--- config.mk ---
export PLATFORM = sky130hd
export DESIGN_NAME = digit_scan_ctrl_flat
export DESIGN_NICKNAME = d
export VERILOG_FILES = /design/src/rtl/digit_scan_if.sv /design/src/rtl/digit_scan_ctrl.sv /design/src/flat_wrapper.sv
export SDC_FILE = /design/constraint.sdc
export NUM_CORES = 1
export LEC_CHECK = 0
export CAP_MARGIN = 10
export CORE_AREA = 2 2 75 77
export CTS_CLUSTER_SIZE = 16
export DETAILED_ROUTE_END_ITERATION = 8
export DIE_AREA = 0 0 77 79
export GPL_TIMING_DRIVEN = 1
export PLACE_DENSITY = 0.73
export SYNTH_ARGS = -nofsm -noshare
export SYNTH_HDL_FRONTEND = slang
export SYNTH_SLANG_ARGS = --single-unit
--- constraint.sdc ---
create_clock -name i_clk -period 2.55 [get_ports i_clk]
set_clock_uncertainty 0.2 [all_clocks]
set_input_delay 0.6375 -clock i_clk [delete_from_list [all_inputs] [get_ports i_clk]]
set_output_delay 0.6375 -clock i_clk [all_outputs]
set_load 0.05 [all_outputs]
--- src/rtl/digit_scan_if.sv ---
// Control and display bus between the input front end, digit_scan_ctrl
// and digit_gen.
// master: drives the write/mode/inc strobes and consumes the display outputs.
// slave : the scan controller.
// Strobe semantics: there is no valid/ready backpressure. i_wr_en, i_mode and
// i_inc are each sampled on every rising i_clk edge. A strobe held high for
// N cycles acts as N events. The controller is always ready, but it ignores
// strobes that have no meaning in the current FSM state.
interface digit_scan_if #(
    parameter int NUM_DIGITS = 4
);
    localparam int AW = $clog2(NUM_DIGITS);

    logic                  i_wr_en;
    logic [AW-1:0]         i_wr_addr;
    logic [3:0]            i_wr_data;
    logic                  i_mode;
    logic                  i_inc;
    logic [3:0]            o_digit;
    logic                  o_blink;
    logic                  o_clk2Hz;
    logic [NUM_DIGITS-1:0] o_digit_sel;
    logic                  o_edit;
    logic [AW-1:0]         o_cursor;
    logic                  o_state;    // raw FSM state, for checkers

    modport master (
        output i_wr_en, i_wr_addr, i_wr_data, i_mode, i_inc,
        input  o_digit, o_blink, o_clk2Hz, o_digit_sel, o_edit, o_cursor, o_state
    );

    modport slave (
        input  i_wr_en, i_wr_addr, i_wr_data, i_mode, i_inc,
        output o_digit, o_blink, o_clk2Hz, o_digit_sel, o_edit, o_cursor, o_state
    );
endinterface

--- src/rtl/digit_scan_ctrl.sv ---
// digit_scan_ctrl: time-multiplexes NUM_DIGITS hex digits onto one digit_gen.
// The block owns the digit register file, the scan and slot counters, the
// free-running blink square wave and the IDLE/EDIT cursor FSM.
// Optional feature: define DIGIT_SCAN_LZB_EN to enable leading-zero blanking.
// Blanking applies in IDLE only.
module digit_scan_ctrl #(
    parameter int NUM_DIGITS = 4,
    parameter int SCAN_DIV   = 16,
    parameter int BLINK_DIV  = 2500
) (
    input  logic        i_clk,
    input  logic        i_rst_n,
    digit_scan_if.slave bus
);
    localparam int AW = $clog2(NUM_DIGITS);
    localparam int SW = $clog2(SCAN_DIV);
    localparam int BW = (BLINK_DIV > 1) ? $clog2(BLINK_DIV) : 1;

    localparam logic [AW-1:0]         LAST_SLOT  = AW'(NUM_DIGITS - 1);
    localparam logic [AW:0]           NUM_D      = (AW + 1)'(NUM_DIGITS);
    localparam logic [SW-1:0]         SCAN_LAST  = SW'(SCAN_DIV - 1);
    localparam logic [BW-1:0]         BLINK_LAST = BW'(BLINK_DIV - 1);
    localparam logic [NUM_DIGITS-1:0] SEL_ONE    = NUM_DIGITS'(1);

    localparam logic [0:0] ST_IDLE = 1'b0;
    localparam logic [0:0] ST_EDIT = 1'b1;

    logic [0:0]            state;
    logic [AW-1:0]         cursor;
    logic [3:0]            regs [NUM_DIGITS];
    logic [SW-1:0]         scan_cnt;
    logic [AW-1:0]         slot;
    logic [BW-1:0]         blink_cnt;
    logic                  clk2hz_q;
    logic [3:0]            digit_q;
    logic                  blink_q;
    logic [NUM_DIGITS-1:0] sel_q;

    logic                  scan_wrap;
    logic [AW-1:0]         slot_nxt;
    logic                  wr_ok;
    logic [NUM_DIGITS-1:0] slot_onehot;
    logic [NUM_DIGITS-1:0] keep;

    assign scan_wrap   = (scan_cnt == SCAN_LAST);
    assign slot_nxt    = (slot == LAST_SLOT) ? '0 : slot + 1'b1;
    assign wr_ok       = ({1'b0, bus.i_wr_addr} < NUM_D);
    assign slot_onehot = SEL_ONE << slot;

`ifdef DIGIT_SCAN_LZB_EN
    logic nz_above;

    // A slot stays enabled if it or any more-significant digit is nonzero.
    // Digit 0 and every digit in EDIT are always enabled.
    always_comb begin
        keep     = '0;
        nz_above = 1'b0;
        for (int k = NUM_DIGITS - 1; k >= 0; k--) begin
            nz_above = nz_above | (regs[k] != 4'd0);
            keep[k]  = nz_above || (k == 0) || (state == ST_EDIT);
        end
    end
`else
    assign keep = '1;
`endif

    // Scan counter: SCAN_DIV clocks per slot. The slot index wraps after the last digit.
    always_ff @(posedge i_clk) begin
        if (!i_rst_n) begin
            scan_cnt <= '0;
            slot     <= '0;
        end else if (scan_wrap) begin
            scan_cnt <= '0;
            slot     <= slot_nxt;
        end else begin
            scan_cnt <= scan_cnt + 1'b1;
        end
    end

    // Display outputs: digit and blink load at slot start.
    // The anode enable stays dark for the first cycle of each slot.
    always_ff @(posedge i_clk) begin
        if (!i_rst_n) begin
            digit_q <= 4'd0;
            blink_q <= 1'b0;
            sel_q   <= '0;
        end else if (scan_wrap) begin
            digit_q <= regs[slot_nxt];
            blink_q <= (state == ST_EDIT) && (slot_nxt == cursor);
            sel_q   <= '0;
        end else if (scan_cnt == '0) begin
            sel_q   <= slot_onehot & keep;
        end
    end

    // Blink generator: free-running; toggles o_clk2Hz every BLINK_DIV clocks.
    always_ff @(posedge i_clk) begin
        if (!i_rst_n) begin
            blink_cnt <= '0;
            clk2hz_q  <= 1'b1;
        end else if (blink_cnt == BLINK_LAST) begin
            blink_cnt <= '0;
            clk2hz_q  <= ~clk2hz_q;
        end else begin
            blink_cnt <= blink_cnt + 1'b1;
        end
    end

    // Edit FSM: i_mode enters EDIT, steps the cursor, and leaves after the last digit.
    always_ff @(posedge i_clk) begin
        if (!i_rst_n) begin
            state  <= ST_IDLE;
            cursor <= '0;
        end else begin
            case (state)
                ST_IDLE: begin
                    if (bus.i_mode) begin
                        state  <= ST_EDIT;
                        cursor <= '0;
                    end
                end
                ST_EDIT: begin
                    if (bus.i_mode) begin
                        if (cursor == LAST_SLOT) begin
                            state  <= ST_IDLE;
                            cursor <= '0;
                        end else begin
                            cursor <= cursor + 1'b1;
                        end
                    end
                end
                default: begin
                    state  <= ST_IDLE;
                    cursor <= '0;
                end
            endcase
        end
    end

    // Register file: external writes happen only in IDLE.
    // In EDIT, i_inc adds 1 (mod 16) to the digit at the pre-advance cursor.
    always_ff @(posedge i_clk) begin
        if (!i_rst_n) begin
            for (int k = 0; k < NUM_DIGITS; k++) begin
                regs[k] <= 4'd0;
            end
        end else if (state == ST_IDLE) begin
            if (bus.i_wr_en && wr_ok) begin
                regs[bus.i_wr_addr] <= bus.i_wr_data;
            end
        end else if (bus.i_inc) begin
            regs[cursor] <= regs[cursor] + 4'd1;
        end
    end

    assign bus.o_digit     = digit_q;
    assign bus.o_blink     = blink_q;
    assign bus.o_clk2Hz    = clk2hz_q;
    assign bus.o_digit_sel = sel_q;
    assign bus.o_edit      = (state == ST_EDIT);
    assign bus.o_cursor    = cursor;
    assign bus.o_state     = state;
endmodule
--- src/flat_wrapper.sv ---
// flat-port wrapper written by rule: the top's interface ports become plain ports
module digit_scan_ctrl_flat 
#(
    parameter int NUM_DIGITS = 4,
    parameter int SCAN_DIV   = 16,
    parameter int BLINK_DIV  = 2500
)
  (i_clk, i_rst_n, bus_i_wr_en, bus_i_wr_addr, bus_i_wr_data, bus_i_mode, bus_i_inc, bus_o_digit, bus_o_blink, bus_o_clk2Hz, bus_o_digit_sel, bus_o_edit, bus_o_cursor, bus_o_state);
  digit_scan_if #(.NUM_DIGITS(NUM_DIGITS)) bus_i ();
  input  logic i_clk;
  input  logic i_rst_n;
  input wire logic [$bits(bus_i.i_wr_en)-1:0] bus_i_wr_en;
  input wire logic [$bits(bus_i.i_wr_addr)-1:0] bus_i_wr_addr;
  input wire logic [$bits(bus_i.i_wr_data)-1:0] bus_i_wr_data;
  input wire logic [$bits(bus_i.i_mode)-1:0] bus_i_mode;
  input wire logic [$bits(bus_i.i_inc)-1:0] bus_i_inc;
  output wire logic [$bits(bus_i.o_digit)-1:0] bus_o_digit;
  output wire logic [$bits(bus_i.o_blink)-1:0] bus_o_blink;
  output wire logic [$bits(bus_i.o_clk2Hz)-1:0] bus_o_clk2Hz;
  output wire logic [$bits(bus_i.o_digit_sel)-1:0] bus_o_digit_sel;
  output wire logic [$bits(bus_i.o_edit)-1:0] bus_o_edit;
  output wire logic [$bits(bus_i.o_cursor)-1:0] bus_o_cursor;
  output wire logic [$bits(bus_i.o_state)-1:0] bus_o_state;
  assign bus_i.i_wr_en = bus_i_wr_en;
  assign bus_i.i_wr_addr = bus_i_wr_addr;
  assign bus_i.i_wr_data = bus_i_wr_data;
  assign bus_i.i_mode = bus_i_mode;
  assign bus_i.i_inc = bus_i_inc;
  assign bus_o_digit = bus_i.o_digit;
  assign bus_o_blink = bus_i.o_blink;
  assign bus_o_clk2Hz = bus_i.o_clk2Hz;
  assign bus_o_digit_sel = bus_i.o_digit_sel;
  assign bus_o_edit = bus_i.o_edit;
  assign bus_o_cursor = bus_i.o_cursor;
  assign bus_o_state = bus_i.o_state;
  digit_scan_ctrl #(.NUM_DIGITS(NUM_DIGITS), .SCAN_DIV(SCAN_DIV), .BLINK_DIV(BLINK_DIV)) u_core (.i_clk(i_clk), .i_rst_n(i_rst_n), .bus(bus_i));
endmodule
Word-level counts from Yosys, hierarchy flattened
Memories as Yosys holds them, arrays and structs flattened. A register that Yosys moved wholly into a read port is not among the register bits.
Cells that the tools add are included.
- shifts and indexed selects: 1
- reduce and logical (&&, ||, !) cells: 8
- add/subtract/negate cells: 5
- muxes and demuxes: 26
- bitwise logic cells: 3
- eq/ne operators: 7
- operator list (operator ; count):
    $mux 2 ; 8
    $mux 1 ; 14
    $add 12x1->12 const B ; 1
    $eq 12x12->1 const B ; 1
    $add 4x1->4 const B ; 2
    $mux 4 ; 2
    $reduce_or 4->1 ; 2
    $add 2x1->2 const B ; 2
    $eq 2x2->1 const B ; 2
    $eq 4x4->1 const B ; 1
    $logic_not 4->1 ; 1
    $ne 2x2->1 const B ; 2
    $pmux 2 s2 ; 1
    $reduce_or 2->1 ; 2
    $shl 1x2->4 const A ; 1
    $not 1->1 ; 3
    $eq 2x2->1 ; 1
    $pmux 1 s2 ; 1
    $reduce_and 2->1 ; 1
    $logic_and 1x1->1 ; 1
    $logic_not 1->1 ; 1
- RAM bits: 16
- word-level logic and storage cells: 59
- memories: 1
- output and inout port bits: 14
- input bits: 11
- flip-flop bits (word level): 27
- memory list (name ; words ; width ; read ports ; clocked after Yosys merged registers in ; wr ports ; RTL line ; text):
    u_core.regs ; 4 ; 4 ; 2 ; 2 ; 4 ; digit_scan_ctrl.sv:30 ; logic [3:0] regs [NUM_DIGITS];

Longest topological paths before layout
Gate-level depths: netlist of run 1.
- depth after elaboration: 7
- mapped depth: 6
- gate-level depth less buffers: 5

Worst setup path after synthesis of run 1
Ideal clock, no wire load.
- kind: register to register
- from: register (tool-made name)
- to: memory u_core.regs[0][2] (data pin)
- arrival: 1.606 ns
- cell stages (with the launch flop): 6
- library setup time: 0.261 ns
- slack: 0.484 ns
- required time: 2.089 ns
- period minus slack after synthesis: 2.066 ns
- buffers on the path: 0
- cells stage by stage: dfxtp_1 -> mux4_2 -> ha_1 -> xor2_1 -> a22oi_2 -> nor2_1
- RTL lines (what ; RTL line):
    to (decl) ; digit_scan_ctrl.sv:30

Final worst setup path of run 1
- from: register u_core.cursor[0], in the netlist u_core.bus.o_cursor[0]
- to: output bus_o_cursor[0]
- RTL lines (what ; RTL line ; text):
    from (decl) ; digit_scan_ctrl.sv:29 ; logic [AW-1:0] cursor;
    from (signal assigned) ; digit_scan_ctrl.sv:128 ; cursor <= cursor + 1'b1;
    to (decl) ; flat_wrapper.sv:22 ; output wire logic [$bits(bus_i.o_cursor)-1:0] bus_o_cursor;
No word-level cell between the ends.

==> reports/summary.txt, run 1 <==
Top-count cell post-synth - dfxtp_1
Fmax - 405 MHz
Core footprint - 5340 µm²
Synth cell count leaders - dfxtp_1, nor2_1, nand2_1, edfxtp_1
Detailed Routing Iterations Pass 1 - 4
Top-area cell type share of the netlist area - 28.9%
Worst skew pair latency - 0.30 ns
Number of cells on the critical path - 1
CP Data Arrival Time - 1.63 ns
GRT overflow - 0
Post-synthesis cell type count - 36
Hold WS - 0.245 ns
IO Pins - 25
Overall Global Routing Usage - 15.5%
DRT iter0 DRCs - 117
Residual DRC - 0
Initial Utilization - 42.8%
Synth top area cells - dfxtp_1, edfxtp_1, mux4_2, xor2_1, ha_1
Worst Tran Pin Value - 0.496 ns
FP Rows - 27
Minimum clock period - 2.47 ns
Crit end category - primary output
P_leak - 1.05 nW
Maximum VDD drop - 295 µV
Sequential share of the synthesized area - 49.9%
CP max-delay cell - clkdlybuf4s50_1
Number of global-route vias before repair - 1563
Routed vias - 1621
Die height - 79 µm
Root Buffer - clkbuf_8
First-pass GRT wire length - 7.36 mm
Post-synth ARST share - 0%
Crit path cell chain - clkdlybuf4s50_1
Cell taking the most area after synthesis - dfxtp_1
RSZ-0062 raised after global routing - false
Syn Inst Count - 216
Ys Warns - 0
Hold Crit Class - reg -> reg
Final TNS setup - 0 ns
Status - complete, no violations
Critical path type - reg -> out
Final cell count without fillers - 323
Synth Cell Area - 2280 µm²
Die area - 6080 µm²
Final Slew Violations - 0
PortBufs - 24
CTS sink cnt - 49
Dpl hpwl - 3.33 mm
Initial antenna violation count - 0
Layout cells sized above 1 - 13.5%
Final Setup Violations - 0
Largest net degree at the start of global routing - 16
Cts bufs inserted - 5
Syn nets - 236
Slew headroom - 66.8%
Final nets - 270
Placed insts - 315
CP top delay family - buffers and inverters
Max-cap violations - 0
Yosys reg bits - 49
Synthesis-to-finish area growth - 20.0%
Type of origin of the critical path - flip-flop
Number of setup buffers added after CTS - 0
Final ANT Viol Nets - 0
Buf/Inv on CP - 1
Pwr dens - 533 nW/µm²
Fin. Hold Viols - 0
Htree depth - 2
Via/cell ratio - 5.02
Register clock-pin slew on the reported worst setup and hold paths - 0.09 ns
Drt wl/cell - 13.6 µm
Hold path cells - 1
Gpl congestion - 0.786
Die Span X - 77 µm
Post-synth EDFFs - 16
# diodes - 0
CP required - 1.71 ns
# hold bufs at CTS - 0
Post-CTS resize count - 0
CP max stage delay - 0.86 ns
TritonCTS clock tree - yes
Predominant post-synthesis flop cell - dfxtp_1
Final period util - 96.9%
DRT Wirelength - 4.38 mm
Avg Cell Area, Syn - 10.6 µm²
R2R depth - 5
Crit Path Max Fanout - 7
Clock tree buffer depth - 2
[layout make-up]
cell class	count	area [µm²]
Fill cell	513	2590
Sequential cell	49	1140
Multi-Input combinational cell	152	1080
Timing Repair Buffer	35	318
Tap cell	72	90.1
Clock buffer	5	68.8
Inverter	7	26.3
Clock inverter	3	17.5
[power breakdown]
part           switching, mW  leakage [nW]  internal [mW]
clock                  0.255        0.0401          0.189
sequential            0.0258         0.434          0.836
combinational         0.0805         0.575         0.0748
total                  0.362          1.05           1.10
[per-stage QoR]
stage	power (mW)	utilization, %	setup slack (ns)	cell area, µm²
floorplan	0.971	-	0.484	2280
global placement	1.03	49.8	0.144	2660
detailed placement	1.03	49.8	0.109	2660
CTS	1.48	51.4	0.0683	2740
global route	1.52	51.4	0.0254	2740
finish	1.46	51.4	0.0799	2740
[per-layer routing]
metal / GRT usage, % / routed length (µm) / share of wire [%] / vias up
met1: 19.4 / 2060 / 47 / 756
met2: 26.0 / 2060 / 47 / 32
met4: 6.61 / 108 / 2.5 / 0
met5: 0 / 0 / 0 / -
met3: 3.52 / 156 / 3.6 / 10
li1: - / - / - / 823
[cells by family after synthesis]
family                   synth area share [%]
buffers and inverters                    2.74
multiplexers                             10.2
adder cells (fa/ha/maj)                  4.93
flip-flops                               49.9
XOR/XNOR                                 6.13
AO/OA/AOI/OAI                            5.70
AND/OR/NAND/NOR                          20.3
[registers in the layout (all words and copies together) (netlist names), named ones only]
register	cells
u_core.blink_cnt	12
u_core.bus.o_blink	1
u_core.bus.o_clk2Hz	1
u_core.bus.o_cursor	2
u_core.bus.o_digit	4
u_core.bus.o_digit_sel	4
u_core.bus.o_edit	1
u_core.regs	16
u_core.scan_cnt	4
u_core.slot	2
[placed cells by master (no fill, tap or decap), types with 4 or more instances in the layout]
cell             Yosys  layout
mux2i_1              4       4
clkbuf_8             0       5
nand3_1             13      13
a21oi_1              4       4
buf_4                1      13
clkdlybuf4s50_1      0      22
mux4_2               8       8
nand4_1              4       4
a21boi_0             8       8
edfxtp_1            16      16
dfxtp_1             33      33
nand2_1             27      27
xor2_1              13      13
inv_1                7       7
nor2_1              30      30
ha_1                 9       9
and3_1               5       5
[worst paths after layout]
path	to	from	slack, ns
setup / recovery	bus_o_cursor[0]	u_core.bus.o_cursor[0]$_SDFFE_PN0N_	0.08
setup reg to reg	u_core.regs[0][2]$_SDFFCE_PN0P_	flip-flop	0.25
hold reg to reg	u_core.blink_cnt[0]$_SDFF_PP0_	u_core.blink_cnt[0]$_SDFF_PP0_	0.24
hold / removal	u_core.blink_cnt[0]$_SDFF_PP0_	u_core.blink_cnt[0]$_SDFF_PP0_	0.24
(Power assumes the default switching activity.)
==> run 2: changes to the inputs <==
- CAP_MARGIN: 10 -> not set
==> results of run 2 <==
Final layout, timing and power as in run 1 (identical DEF).
